==> src/rtl/inst_loader.sv <==
// Boot loader: framed byte stream -> big-endian words on the instruction memory write port, CPU held in reset until checksum passes.
// Latency: write pulse one cycle after a word's 4th byte; backpressure: in_ready low only during that write-pulse cycle.
module inst_loader #(
  parameter int          DEPTH      = 1024,
  parameter logic [31:0] BASE_ADDR  = 32'd0,
  parameter logic [7:0]  START_BYTE = 8'hA5
) (
  input  logic        clk,
  input  logic        rst,
  input  logic        in_valid,
  input  logic [7:0]  in_data,
  output logic        in_ready,
  output logic        inst_write_enable,
  output logic [31:0] inst_write_address,
  output logic [31:0] inst_data_in,
  output logic        cpu_rst,
  output logic        done,
  output logic        error
);

  typedef enum logic [2:0] {
    S_IDLE, S_LEN_HI, S_LEN_LO, S_DATA, S_WRITE, S_CSUM, S_DONE, S_ERR
  } state_t;

  localparam logic [16:0] DEPTH_W = 17'(DEPTH);

  state_t      state_q, state_d;
  logic [15:0] len_q, len_d;
  logic [15:0] count_q, count_d;
  logic [1:0]  bidx_q, bidx_d;
  logic [23:0] asm_q, asm_d;
  logic [7:0]  csum_q, csum_d;
  logic        we_q, we_d;
  logic [31:0] addr_q, addr_d;
  logic [31:0] data_q, data_d;
  logic        cpu_rst_q, cpu_rst_d;
  logic        done_q, done_d;
  logic        error_q, error_d;

  logic accept;
  logic start;
  logic [15:0] len_full;

  assign in_ready = (state_q != S_WRITE);
  assign accept   = in_valid && in_ready;
  assign start    = accept && (in_data == START_BYTE) &&
                    (state_q == S_IDLE || state_q == S_DONE || state_q == S_ERR);
  assign len_full = {len_q[15:8], in_data};

  always_comb begin
    state_d   = state_q;
    len_d     = len_q;
    count_d   = count_q;
    bidx_d    = bidx_q;
    asm_d     = asm_q;
    csum_d    = csum_q;
    we_d      = 1'b0;
    addr_d    = addr_q;
    data_d    = data_q;
    cpu_rst_d = cpu_rst_q;
    done_d    = done_q;
    error_d   = error_q;

    if (start) begin
      // A start marker in IDLE, DONE or ERR always begins a fresh load.
      state_d   = S_LEN_HI;
      csum_d    = 8'h00;
      addr_d    = BASE_ADDR;
      count_d   = 16'd0;
      bidx_d    = 2'd0;
      cpu_rst_d = 1'b1;
      done_d    = 1'b0;
      error_d   = 1'b0;
    end else begin
      case (state_q)
        S_LEN_HI: if (accept) begin
          len_d   = {in_data, 8'h00};
          state_d = S_LEN_LO;
        end
        S_LEN_LO: if (accept) begin
          len_d = len_full;
          if ({1'b0, len_full} > DEPTH_W) begin
            state_d = S_ERR;
            error_d = 1'b1;
          end else if (len_full == 16'd0) begin
            state_d = S_CSUM;
          end else begin
            state_d = S_DATA;
          end
        end
        S_DATA: if (accept) begin
          asm_d  = {asm_q[15:0], in_data};
          csum_d = csum_q ^ in_data;
          bidx_d = bidx_q + 2'd1;
          if (bidx_q == 2'd3) begin
            data_d  = {asm_q, in_data};
            we_d    = 1'b1;
            state_d = S_WRITE;
          end
        end
        S_WRITE: begin
          // Pulse cycle: address advances and word count closes out afterwards.
          addr_d  = addr_q + 32'd1;
          count_d = count_q + 16'd1;
          state_d = ((count_q + 16'd1) == len_q) ? S_CSUM : S_DATA;
        end
        S_CSUM: if (accept) begin
          if (in_data == csum_q) begin
            state_d   = S_DONE;
            done_d    = 1'b1;
            cpu_rst_d = 1'b0;
          end else begin
            state_d = S_ERR;
            error_d = 1'b1;
          end
        end
        default: ;
      endcase
    end
  end

  always_ff @(posedge clk or negedge rst) begin
    if (!rst) begin
      state_q   <= S_IDLE;
      len_q     <= 16'd0;
      count_q   <= 16'd0;
      bidx_q    <= 2'd0;
      asm_q     <= 24'd0;
      csum_q    <= 8'h00;
      we_q      <= 1'b0;
      addr_q    <= BASE_ADDR;
      data_q    <= 32'd0;
      cpu_rst_q <= 1'b1;
      done_q    <= 1'b0;
      error_q   <= 1'b0;
    end else begin
      state_q   <= state_d;
      len_q     <= len_d;
      count_q   <= count_d;
      bidx_q    <= bidx_d;
      asm_q     <= asm_d;
      csum_q    <= csum_d;
      we_q      <= we_d;
      addr_q    <= addr_d;
      data_q    <= data_d;
      cpu_rst_q <= cpu_rst_d;
      done_q    <= done_d;
      error_q   <= error_d;
    end
  end

  assign inst_write_enable  = we_q;
  assign inst_write_address = addr_q;
  assign inst_data_in       = data_q;
  assign cpu_rst            = cpu_rst_q;
  assign done               = done_q;
  assign error              = error_q;

endmodule
==> config.mk <==
export PLATFORM = sky130hd
export DESIGN_NAME = inst_loader
export DESIGN_NICKNAME = d
export VERILOG_FILES = /design/src/rtl/inst_loader.sv
export SDC_FILE = /design/constraint.sdc
export NUM_CORES = 1
export LEC_CHECK = 0
export BUFFER_PORTS_ARGS = -buffer_cell sky130_fd_sc_hd__buf_2
export CORE_AREA = 2 2 117 119
export DETAILED_ROUTE_END_ITERATION = 8
export DIE_AREA = 0 0 119 121
export GPL_TIMING_DRIVEN = 0
export PLACE_DENSITY_LB_ADDON = 0.25
export SYNTH_ARGS = -nofsm -noshare
export SYNTH_HDL_FRONTEND = slang
export SYNTH_SLANG_ARGS = --single-unit
==> constraint.sdc <==
create_clock -name clk -period 2.4 [get_ports clk]
set_input_delay 0.24 -clock clk [delete_from_list [all_inputs] [get_ports clk]]
set_output_delay 0.24 -clock clk [all_outputs]
set_load 0.05 [all_outputs]
-- Word level (Yosys, flattened, before mapping)
Index checks and enable logic that the tools add are counted.
Widths: inputs -> output; s select.
- memories: 0
- input bits: 11
- bits in latches: 0
- bits in read-only memories: 0
- bits in writable memories: 0
- register bits: 137
- reduce and logical (&&, ||, !) cells: 23
- divide/modulo/power cells: 0
- mux-type cells: 42
- bitwise logic cells: 3
- add/subtract/negate cells: 3
- shift-type cells: 0
- multiply operators: 0
- equal/unequal tests: 21
- order comparisons: 1
- operator list (operator ; count):
    $mux 32 ; 2
    $mux 16 ; 3
    $add 32x1->32 const B ; 1
    $mux 8 ; 4
    $pmux 16 s2 ; 1
    $mux 3 ; 9
    $ne 3x3->1 const B ; 8
    $mux 1 ; 18
    $add 16x1->16 const B ; 1
    $eq 16x16->1 ; 1
    $gt 16x11->1 const B ; 1
    $logic_not 16->1 ; 1
    $pmux 3 s5 ; 1
    $eq 3x3->1 const B ; 4
    $reduce_and 4->1 ; 3
    $reduce_bool 2->1 ; 6
    $eq 8x8->1 ; 1
    $eq 8x8->1 const B ; 1
    $xor 8x8->8 ; 1
    $eq 3x2->1 const B ; 2
    $mux 2 ; 3
    $reduce_and 3->1 ; 2
    $reduce_and 6->1 ; 1
    $reduce_bool 6->1 ; 1
    other kinds (12) ; 17

-- Depth between registers and ports, before layout
Gate-level depths: netlist of the first run.
- word-level depth: 6
- mapped depth: 8

-- Worst setup path after synthesis of the first run
No wires, ideal clock.
- path kind: flip-flop to flip-flop
- start: register addr_q[16], in the netlist inst_write_address[16]
- end: register addr_q[26], in the netlist inst_write_address[26]
- period minus slack after synthesis: 2.167 ns
- buffers on the path: 1
- arrival time: 2.090 ns
- cell stages (with the launch flop): 7
- library setup time: 0.077 ns
- data required time: 2.323 ns
- setup slack: 0.233 ns
- cell sequence: dfrtp_1 and4_4 nand4_4 or3_1 buf_2 or3_1 a21oi_1
- longest elaborated chain between the ends: 3
- ends and longest elaborated chain (what ; line ; RTL):
    start, declared ; 34 ; logic [31:0] addr_q, addr_d;
    start signal, assigned ; 144 ; addr_q <= addr_d;
    $add 32x1->32 ; 103 ; addr_d = addr_q + 32'd1;
    $mux 32 ; 75 ; case (state_q)
    $mux 32 ; 64 ; if (start) begin
No other way between the ends. The select of a mux whose other input is x is not followed.
A chain may end at the register's enable or synchronous reset.

-- Final worst setup path of the first run
- start: register state_q[2]
- end: output port in_ready
- longest elaborated chain between the ends: 1
- ends and longest elaborated chain (what ; line ; RTL):
    start, declared ; 27 ; state_t state_q, state_d;
    start signal, assigned ; 137 ; state_q <= state_d;
    $ne 3x3->1 ; 44 ; assign in_ready = (state_q != S_WRITE);
    end, declared ; 12 ; output logic in_ready,
No other way between the ends.

==> results by stage, run 1 <==
Global route:
- The global-route usage over all layers is 22.13%.
- The first-pass GRT wire length is 24900 um.
- The pin count of the biggest net entering global routing is 83.
- The number of global-route vias before repair is 5002.
- The global route total overflow is 0.
- The number of antenna violations at the first check in global routing came to 0.

Routing:
- For this run, design rule violations remaining after detail routing come to 0.
- The average wire per standard cell is 16.17 um.
- The detail route stage leaves a number of antenna-violating nets equal to 0.
- The sum of routed wire length over all layers is 14800 um.
- The detailed-router iteration count before antenna repair is 4.
- For this block, the initial DRC count from the detailed router was 409.
- Using the TritonRoute via totals, the vias-per-cell ratio works out to 5.484.
- The overall via count from detail_route is 5018.

STA:
- Setup violations remaining at the end of the flow were counted as 0.
- The worst hold slack is 0.1672 ns.
- For the pin with the worst max-slew slack, the measured transition is 0.8275 ns.
- The number of slew-limit violations in the final report came to 0.
- The headroom to the max-slew limit is 44.63%.
- The routed design could run at a clock period as short as 2.261 ns.
- The final clock period utilization by the worst path is 94.21%.
- For the final database, setup skew stands at 0.01006 ns.
- The maximum achievable frequency is 442.3 MHz.
- The count of endpoints failing hold in the final timing report is 0.

Critical path:
- At the worst endpoint, the arrival time is 2.02 ns.
- In this run the worst path has a maximum fanout of 10.
- The biggest cell delay along the critical path is 0.40 ns.
- The reg-to-reg startpoint is state_q[1].
- For this design, the slowest cell found on the critical path is sky130_fd_sc_hd__buf_1.
- The critical path is of the flop to primary output type.
- The first element of the critical path is state_q[2].
- The critical path endpoint category is a primary output.
- The data required time at the worst endpoint is 2.16 ns.
- The worst setup path is launched from a flop.
- Traced cell by cell, the critical path runs through buf_4 -> nor3b_2 -> inv_1 -> buf_1 -> buf_2.

Floorplan:
- Row generation in the floorplan step produced 42 rows.
- From left edge to right edge, the die measures 119 um.
- The starting utilization of the core area is 49.54%.
- The die covers 0.01440 sq mm.
- The core footprint is 0.01309 sq mm.
- The number of top-level design ports is 80.
- The vertical extent of the die is 121 um.

Synth:
- Counting flops with an async set or reset pin after synthesis yields a share of 100.0%.
- The most common flop cell mapped by yosys is sky130_fd_sc_hd__dfrtp_1.
- Of all cell types, the one taking the most synthesized area is sky130_fd_sc_hd__dfrtp_1.
- The Yosys step of the flow raised 0 warnings.
- Counting every net in the synthesized netlist gives 644.
- The commonest cells after synthesis are sky130_fd_sc_hd__dfrtp_1, sky130_fd_sc_hd__nand2_1, sky130_fd_sc_hd__nor2_1.
- The share of the yosys chip area belonging to registers is 52.90%.
- In this run the mean area of a mapped cell was 10.29 sq um.
- By area the synthesized netlist is led by sky130_fd_sc_hd__dfrtp_1, sky130_fd_sc_hd__nand2_1, sky130_fd_sc_hd__mux2_2.
- The cell area that synthesis handed to floorplanning was 0.006482 sq mm.
- The cell count after synthesis came out at 630.
- The synthesized netlist contains 52 unique library cells.
- Counting flops with a built-in enable in the synthesized netlist gives 0.
- Of the post-synthesis cell area, the dominant cell type holds 52.50%.
- After synthesis the netlist holds a flip-flop and latch count of 137.
- Among all cell types in the netlist, the one instantiated most often is sky130_fd_sc_hd__dfrtp_1.

Clock network:
- Counting along the longest clock path gives a buffer depth of 2.
- The clock edge transition at the registers on the reported setup and hold paths is 0.06 ns.
- The clock network latency to the later pin of the worst-skew pair is 0.42 ns.
- The depth of the CTS H-tree is 4.
- The total number of clock tree sinks is 137.
- The total clock buffers created by CTS is 17.
- After clock tree synthesis, the setup repair step added 0 buffers.
- The root buffer cell chosen for the clock tree is sky130_fd_sc_hd__clkbuf_16.
- TritonCTS built the clock tree.

Power and ir drop:
- The power consumption is 8.617 mW.
- Dividing total power by cell area gives a power density of 1117 mW/mm^2.
- The leakage power is 3.782 nW.
- The worst-case IR drop observed on VDD is 0.6573 mV.

Finish:
- The number of inserted diodes is 0.
- In the final layout, flip-flops and latches occupy 0.003430 sq mm.
- The layout has 1094 filler cells.
- The final layout contains 740 nets.
- The proportion of layout cells with a drive suffix above 1 is 23.27%.
- The final cell utilization of the core is 58.96%.
- The layout-stage area growth over the synthesis result is 19.01%.
- The footprint of the multi-input gates is 0.002909 sq mm.

Flow run:
- The max-cap violation count is 0.

Outcome:
- The run finished with clean final reports.

Placement:
- The weighted congestion at the end of routability-driven global placement is 0.8683.
- The count of input and output buffers is 75.
- Once detailed placement completed, the half-perimeter wirelength came to 10180 um.

Hold path:
- The worst hold path startpoint is in_data[7].
- The worst hold path belongs to the class input pin to flop.
[layer usage]
layer / GRT usage (%) / wire [um] / vias up
met5: 0 / 0 / -
li1: - / - / 2367
met2: 34.12 / 6777 / 150
met3: 6.814 / 990 / 23
met4: 7.217 / 240 / 0
met1: 30.00 / 6789 / 2478
[kinds of logic after synthesis]
group / share of synthesized area (%)
multiplexers: 7.103
flip-flops: 52.90
XOR/XNOR: 8.377
AO/OA/AOI/OAI: 8.396
buffers and inverters: 2.529
AND/OR/NAND/NOR: 20.11
adder cells (fa/ha/maj): 0.5791
[repair_timing]
item | 4_1_cts | 5_1_grt
resized for setup | 0 | 5
endpoints found under the setup margin | 0 | 10
hold endpoints to repair | 55 | 0
hold buffers | 1 | 0
[placed cells by master, fill, tap and decap left out, types with 5 or more instances in the layout]
cell	n
sky130_fd_sc_hd__or3_1	6
sky130_fd_sc_hd__nand3_1	21
sky130_fd_sc_hd__mux2_2	33
sky130_fd_sc_hd__dfrtp_1	136
sky130_fd_sc_hd__nand2_1	114
sky130_fd_sc_hd__nor2_1	58
sky130_fd_sc_hd__nand4_1	15
sky130_fd_sc_hd__a22o_1	8
sky130_fd_sc_hd__xnor2_1	26
sky130_fd_sc_hd__mux2_1	7
sky130_fd_sc_hd__and3_1	10
sky130_fd_sc_hd__inv_1	7
sky130_fd_sc_hd__o21ai_0	36
sky130_fd_sc_hd__buf_1	5
sky130_fd_sc_hd__clkbuf_16	17
sky130_fd_sc_hd__clkbuf_1	14
sky130_fd_sc_hd__xor2_1	36
sky130_fd_sc_hd__clkbuf_8	5
sky130_fd_sc_hd__nor3_1	6
sky130_fd_sc_hd__buf_2	87
sky130_fd_sc_hd__a21oi_1	14
sky130_fd_sc_hd__o31ai_1	7
[report_power, final]
| group | total, mW | leakage, nW | internal, mW | switching, mW |
|---|---|---|---|---|
| Clock | 2.50 | 0.279 | 1.55 | 0.946 |
| Combinational | 2.76 | 1.71 | 0.923 | 1.83 |
| Sequential | 3.36 | 1.79 | 2.92 | 0.442 |
[cell type report]
class | instances | share of cell area (%)
Sequential cell | 137 | 44.45
Multi-Input combinational cell | 455 | 37.71
Clock buffer | 25 | 6.552
Timing Repair Buffer | 77 | 5.433
Tap cell | 176 | 2.854
Buffer | 31 | 1.816
Clock inverter | 7 | 0.8433
Inverter | 7 | 0.3406
[worst max-delay path, delay by kind of cell (launching register included)]
| family | cells | cell delay (ns) |
|---|---|---|
| and+or+nand+nor | 1 | 0.19 |
| buffers and inverters | 4 | 1.05 |
| DFF | 1 | 0.36 |
[sequential cells by signal, indices dropped and copies added, names as in the netlist]
name / count
asm_q: 24
bidx_q: 2
count_q: 16
cpu_rst: 1
csum_q: 8
done: 1
error: 1
inst_data_in: 32
inst_write_address: 32
inst_write_enable: 1
len_q: 16
state_q: 3
[per-stage QoR]
stage	setup TNS [ns]	cells	area (sq um)	worst slack, ns
global placement	-91.84	881	7078	-0.6876
CTS	0	915	7692	0.08998
detailed placement	0	882	7112	0.1009
floorplan	0	630	6482	0.2328
global route	-0.01988	915	7715	-0.01988
finish	0	915	7715	0.1390
[final timing paths]
check                                          to  slack [ns]  cells after the start
max in group asynchronous                 cpu_rst        1.23                      3
worst max-delay path                     in_ready        0.14                      5
worst min-delay path                     asm_q[7]        0.17                      3
worst max register to register        count_q[15]        0.14                      7
min in group asynchronous       inst_write_enable        0.36                      2
worst min register to register            cpu_rst        0.46                      2
Power figures use the tool's default switching activity.
==> inputs of run 2 (changes only) <==
==> constraint.sdc (replaced) <==
create_clock -name clk -period 2.84 [get_ports clk]
set_input_delay 0.142 -clock clk [delete_from_list [all_inputs] [get_ports clk]]
set_output_delay 0.142 -clock clk [all_outputs]
set_load 0.05 [all_outputs]
==> results by stage, run 2 (synthesis results as in run 1) <==
Outcome:
- The run finished with clean final reports.

Floorplan:
- The vertical extent of the die is 121 um (unchanged).
- The starting utilization of the core area is 49.54% (unchanged).
- The number of top-level design ports is 80 (unchanged).
- The full die area was 0.01440 sq mm (unchanged).
- The die extent in x is 119 um (unchanged).
- The number of cell rows came to 42 (unchanged).
- The core footprint is 0.01309 sq mm (unchanged).

STA:
- The number of slew-limit violations in the final report is 0 (unchanged).
- The final number of setup-violating endpoints is 0 (unchanged).
- Based on the critical path, the design can be clocked at up to 437.7 MHz.
- The count of endpoints failing hold in the final timing report was 0 (unchanged).
- The clock skew after layout was 0.008907 ns (-0.001151 ns).
- The headroom to the max-slew limit is 46.16% (+1.5 points).
- The setup slack after layout came to 0.5555 ns (+0.4164 ns).
- The worst hold slack is 0.07235 ns (-0.09490 ns).
- Setup repair after global routing left no endpoint under its margin.
- The final clock period utilization by the worst path is 80.44%.
- The actual transition at the worst max-transition pin is 0.8047 ns (-0.02280 ns).
- The final critical-path required period is 2.285 ns.

Global route:
- The global route total overflow is 0 (unchanged).
- The number of global-route vias before repair is 5002 (unchanged).
- The number of antenna violations at the first check in global routing was 0 (unchanged).
- The global-route usage over all layers is 22.13% (unchanged).
- The pin count of the biggest net entering global routing is 83 (unchanged).
- The first-pass GRT wire length is 24900 um (unchanged).

Routing:
- The sum of routed wire length over all layers came to 14690 um (-0.75%).
- The count of unresolved DRC violations after routing is 0 (unchanged).
- The count of nets left with antenna violations after detail routing was 0 (unchanged).
- The average vias per placed instance is 5.440 (-0.80%).
- The average wire per standard cell is 16.05 um (-0.75%).
- The iteration-0 DRC count of the detailed router came to 401 (-2.0%).
- The overall via count from detail_route was 4978 (-0.80%).
- The detailed-router iteration count before antenna repair was 5 (+1).

Finish:
- The most common cell after layout, fill and taps aside is sky130_fd_sc_hd__dfrtp_1.
- The number of inserted diodes is 0 (unchanged).
- The layout-stage area growth over the synthesis result is 18.66%.
- The filler cell count in the final layout is 1098 (+0.37%).
- The post-layout net count is 740 (unchanged).
- The proportion of layout cells with a drive suffix above 1 is 22.87% (-0.41 points).
- The top cell types in the final layout, fill and taps aside, are sky130_fd_sc_hd__dfrtp_1, sky130_fd_sc_hd__nand2_1, sky130_fd_sc_hd__buf_2.

Hold path:
- The classification of the worst-slack hold path is input pin to flop.
- The worst hold path startpoint is in_data[7].

Placement:
- The weighted congestion at the end of routability-driven global placement came to 0.8683 (unchanged).
- The count of input and output buffers is 75 (unchanged).
- The pre-CTS setup slack came to 0.5409 ns (+0.4400 ns).
- The estimated wirelength of the detail-placed design is 10180 um (unchanged).

Clock network:
- The clock edge transition at the registers on the reported setup and hold paths came to 0.06 ns (about the same).
- The post-CTS repair timing setup buffer count is 0 (unchanged).
- The total clock buffers created by CTS is 17 (unchanged).
- The clock network latency to the later pin of the worst-skew pair is 0.42 ns (about the same).
- The depth of the CTS H-tree is 4 (unchanged).
- The total number of clock tree sinks is 137 (unchanged).
- TritonCTS built the clock tree.
- The post-CTS resize count is 0 (unchanged).
- The maximum root-to-sink buffer count is 2 (unchanged).
- The master cell of the clock root buffer is sky130_fd_sc_hd__clkbuf_16.
- The total of hold buffers inserted after clock tree synthesis is 1 (unchanged).

Critical path:
- The launching element type of the critical path is a flop.
- The kind of cell with the highest combined delay along the critical path is simple AND/OR/NAND/NOR gates.
- The reg-to-reg startpoint is state_q[1].
- The signal on the critical path passes through buf_2 -> nor3b_2 -> buf_2 -> nand4_1 -> nor2_2 -> nand4_1 -> xor2_1 -> nor2_1.
- The first element of the critical path is state_q[1].
- The startpoint-to-endpoint class of the critical path is flop to flop.
- The cell with the largest stage delay on the worst path is sky130_fd_sc_hd__nor2_2.
- The buffers plus inverters on the worst setup path was 2 (-2).
- The critical path endpoint category is a flop.
- The biggest cell delay along the critical path is 0.37 ns (-0.03 ns).
- The data required time at the worst endpoint came to 3.13 ns (+0.97 ns).
- The biggest fanout along the worst timing path was 10 (unchanged).
- The data arrival time of the critical path is 2.57 ns (+0.55 ns).

Flow run:
- The max-cap violation count is 0 (unchanged).

Power and ir drop:
- The power per cell area is 945.7 mW/mm^2 (-15%).
- The leakage power is 3.783 nW (about the same).
- The power consumption is 7.275 mW (-16%).
- The worst voltage drop across the vdd grid came to 0.5556 mV (-15%).
[run 2: cell types whose count changed in the layout (fill, tap and decap cells not counted)]
cell                       delta
sky130_fd_sc_hd__nor4_1       +2
sky130_fd_sc_hd__buf_2        +1
sky130_fd_sc_hd__nor2_4       -1
sky130_fd_sc_hd__nor4_2       -2
sky130_fd_sc_hd__clkbuf_4     -1
sky130_fd_sc_hd__nor2_1       +1
[run 2: final timing paths]
kind,to,slack (ns),depth (start not counted)
worst min-delay path,asm_q[7],0.07,3
min in group asynchronous,inst_write_enable,0.26,2
worst max-delay path,inst_write_address[21],0.56,8
max in group asynchronous,cpu_rst,1.77,3
worst max register to register,inst_write_address[21],0.56,8
worst min register to register,cpu_rst,0.46,2
[run 2: routing by layer]
metal	vias to the layer above	GRT usage (%)	routed length (um)
li1	2368	-	-
met1	2458	30.00	6773
met2	132	34.12	6773
met3	20	6.814	899
met4	0	7.217	241
met5	-	0	0
[run 2: final cells by class]
| type | instances | area (sq um) | share of cell area [%] |
|---|---|---|---|
| timing repair buffer | 77 | 419.2 | 5.449 |
| tap | 176 | 220.2 | 2.863 |
| clock buffer | 25 | 505.5 | 6.571 |
| buffer | 31 | 137.6 | 1.789 |
| multi-input combinational | 455 | 2889 | 37.56 |
| sequential | 137 | 3430 | 44.58 |
| clock inverter | 7 | 65.06 | 0.8458 |
| inverter | 7 | 26.28 | 0.3416 |
[run 2: where the power goes]
part	internal [mW]	switching [mW]	total [mW]
clock	1.31	0.800	2.11
combinational	0.778	1.55	2.32
sequential	2.47	0.371	2.84
[run 2: worst min-delay path: cells and delay by family]
family,cells,cell delay [ns]
buffers and inverters,1,0.17
AND/OR/NAND/NOR,2,0.14
[run 2: metrics by stage]
stage	utilization [%]	instance area (sq um)	setup TNS (ns)	cells
after detailed placement	54.35	7112	0	882
after global placement	54.09	7078	-18.67	881
after floorplan	-	6482	0	630
after global routing	58.79	7692	0	915
after CTS	58.79	7692	0	915
final	58.79	7692	0	915
==> inputs of run 3 (changes only) <==
clock period = 2.21 ns   (was 2.84 ns; I/O delays follow)
==> results by stage, run 3 (synthesis results as in run 1) <==
Outcome:
- The flow ran to the end, and the final reports show no timing, DRC or antenna violations.

Floorplan:
- The starting utilization of the core area is 49.54% (unchanged).
- The full die area is 0.01440 sq mm (unchanged).
- The core footprint was 0.01309 sq mm (unchanged).
- The vertical extent of the die is 121 um (unchanged).
- The number of top-level design ports is 80 (unchanged).
- The number of cell rows is 42 (unchanged).
- The die extent in x is 119 um (unchanged).

Critical path:
- For this design, the slowest cell found on the critical path is sky130_fd_sc_hd__nor4_4.
- The number of cells traversed by the worst register-to-register path is 7 (-1).
- The data arrival time of the critical path is 2.39 ns (-0.18 ns).
- The number of gates on the worst path with buffers counted is 7 (-1).
- By startpoint and endpoint, the worst setup path is classified as flop to flop.
- The signal on the critical path passes through buf_2 -> nand4_4 -> nor4_4 -> nand3_1 -> a211oi_2 -> o2111a_1 -> o31ai_1.
- The reg-to-reg startpoint is count_q[4].
- The launching element type of the critical path is a flop.
- The biggest cell delay along the critical path is 0.41 ns (+0.04 ns).
- The critical path endpoint category is a flop.
- The data required time at the worst endpoint was 2.49 ns (-0.64 ns).
- The worst register-to-register path ends at state_q[1].
- The biggest fanout along the worst timing path is 8 (-2).
- The first element of the critical path is count_q[4].
- In this run the worst setup path terminates at state_q[1].
- The buffers plus inverters on the worst setup path is 1 (-1).
- The slack of the worst reg-to-reg path was 0.1 ns (-0.46 ns).
- The kind of cell with the highest combined delay along the critical path is simple AND/OR/NAND/NOR gates.

Finish:
- The final cell utilization of the core was 59.84% (+1.1 points).
- The number of inserted diodes is 0 (unchanged).
- The post-layout net count is 746 (+0.81%).
- The filler cell count in the final layout is 1089 (-0.82%).
- The proportion of layout cells with a drive suffix above 1 was 25.77% (+2.9 points).
- Leaving out fill and tap cells, the most frequent cell in the layout is sky130_fd_sc_hd__dfrtp_1.
- In the layout the commonest cells are sky130_fd_sc_hd__dfrtp_1, sky130_fd_sc_hd__nand2_1, sky130_fd_sc_hd__buf_2.
- The layout-stage area growth over the synthesis result is 20.79%.

Routing:
- The sum of routed wire length over all layers is 14950 um (+1.8%).
- The average vias per placed instance is 5.471 (+0.57%).
- The iteration-0 DRC count of the detailed router is 368 (-8.2%).
- The count of nets left with antenna violations after detail routing is 0 (unchanged).
- The count of unresolved DRC violations after routing is 0 (unchanged).
- The average wire per standard cell was 16.23 um (+1.1%).
- The overall via count from detail_route came to 5039 (+1.2%).
- The detailed-router iteration count before antenna repair is 5 (unchanged).

STA:
- The final number of setup-violating endpoints is 0 (unchanged).
- The setup slack after layout is 0.09729 ns (-0.4582 ns).
- The final critical-path required period is 2.113 ns (-0.1718 ns).
- The count of endpoints failing hold in the final timing report is 0 (unchanged).
- The clock skew after layout came to 0.008702 ns (-0.0002056 ns).
- The final sum of negative setup slack came to 0 ns (unchanged).
- The worst hold slack is 0.04035 ns (-0.03200 ns).
- The maximum achievable frequency is 473.3 MHz (+8.1%).
- The headroom to the max-slew limit is 45.31% (-0.85 points).
- The number of slew-limit violations in the final report came to 0 (unchanged).
- The final clock period utilization by the worst path is 95.60% (+15 points).
- The actual transition at the worst max-transition pin is 0.8174 ns (+0.01271 ns).

Global route:
- The number of global-route vias before repair came to 5020 (+0.36%).
- The number of antenna violations at the first check in global routing is 0 (unchanged).
- The global-route usage over all layers is 22.22% (+0.092 points).
- The global route total overflow is 0 (unchanged).
- The first-pass GRT wire length is 24980 um (+0.36%).
- The pin count of the biggest net entering global routing is 83 (unchanged).

Clock network:
- The total clock buffers created by CTS is 17 (unchanged).
- The CTS tree is yes.
- The total number of clock tree sinks is 137 (unchanged).
- The maximum root-to-sink buffer count is 2 (unchanged).
- The master cell of the clock root buffer is sky130_fd_sc_hd__clkbuf_16.
- The depth of the CTS H-tree was 4 (unchanged).
- The clock network latency to the later pin of the worst-skew pair is 0.42 ns (about the same).
- The clock edge transition at the registers on the reported setup and hold paths is 0.06 ns (about the same).

Hold path:
- The min-delay analysis places its worst path in the category input pin to flop.

Placement:
- The weighted congestion at the end of routability-driven global placement is 0.8683 (unchanged).
- The count of input and output buffers is 75 (unchanged).
- The pre-CTS setup slack is -0.08913 ns (-0.6300 ns).
- The estimated wirelength of the detail-placed design was 10180 um (unchanged).

Power and ir drop:
- The leakage power is 3.853 nW (+1.9%).
- The power per cell area is 1202 mW/mm^2 (+27%).
- The worst voltage drop across the vdd grid is 0.7121 mV (+28%).

Flow run:
- The max-cap violation count came to 0 (unchanged).
-- run 3: cell types whose count changed in the layout (fill, tap and decap cells not counted), sizes merged --
cell    previous run  this run
buf               96        97
clkbuf            36        41
-- run 3: layer usage --
layer | track usage, % | up-vias | share of wire, %
met4 | 7.589 | 0 | 1.3
met5 | 0 | - | 0
met2 | 34.27 | 145 | 47
met3 | 6.814 | 19 | 6.2
li1 | - | 2375 | -
met1 | 30.00 | 2500 | 46
-- run 3: report_power, final --
part / switching, mW / internal, mW / total (mW)
registers: 0.488 / 3.17 / 3.66
clock network: 1.03 / 1.69 / 2.72
logic: 2.01 / 1.03 / 3.04
total: 3.53 / 5.88 / 9.41
-- run 3: metrics by stage --
step	total power, mW	area [sq um]	std cells
6_report	9.413	7830	921
5_1_grt	9.959	7830	921
4_1_cts	9.416	7712	915
3_5_place_dp	6.665	7112	882
3_3_place_gp	6.543	7078	881
2_1_floorplan	5.881	6482	630
-- run 3: how the worst min path moves through the flow --
stage	start	end	slack (ns)	cells past startpoint
after floorplan	rst	asm_q[0]	-0.19	0
after global placement	cpu_rst	cpu_rst	0.45	2
after detailed placement	rst	inst_write_enable	0.11	1
after CTS	in_data[7]	asm_q[7]	0.03	3
after global routing	in_data[7]	asm_q[7]	0.05	3
final	in_data[7]	asm_q[7]	0.04	3
-- run 3: worst register-to-register path: stages (launching register included) --
cell                       delay [ns]
sky130_fd_sc_hd__dfrtp_1         0.31
sky130_fd_sc_hd__buf_2           0.19
sky130_fd_sc_hd__nand4_4         0.21
sky130_fd_sc_hd__nor4_4          0.42
sky130_fd_sc_hd__nand3_1         0.17
sky130_fd_sc_hd__a211oi_2        0.30
sky130_fd_sc_hd__o2111a_1        0.26
sky130_fd_sc_hd__o31ai_1         0.11
-- run 3: timing repair --
action,in CTS,in global routing
endpoints found under the hold margin,55,0
setup endpoints to repair,9,79
setup buffers,0,6
pin swaps,0,4
hold buffers,1,0
gates resized for setup,4,22
-- run 3: layout make-up --
| cell class | count | area (sq um) | area share [%] |
|---|---|---|---|
| Buffer | 31 | 152.6 | 1.949 |
| Clock buffer | 25 | 505.5 | 6.456 |
| Clock inverter | 7 | 65.06 | 0.8309 |
| Inverter | 7 | 26.28 | 0.3356 |
| Multi-Input combinational cell | 455 | 2967 | 37.89 |
| Sequential cell | 137 | 3430 | 43.80 |
| Tap cell | 176 | 220.2 | 2.812 |
| Timing Repair Buffer | 83 | 464.2 | 5.928 |
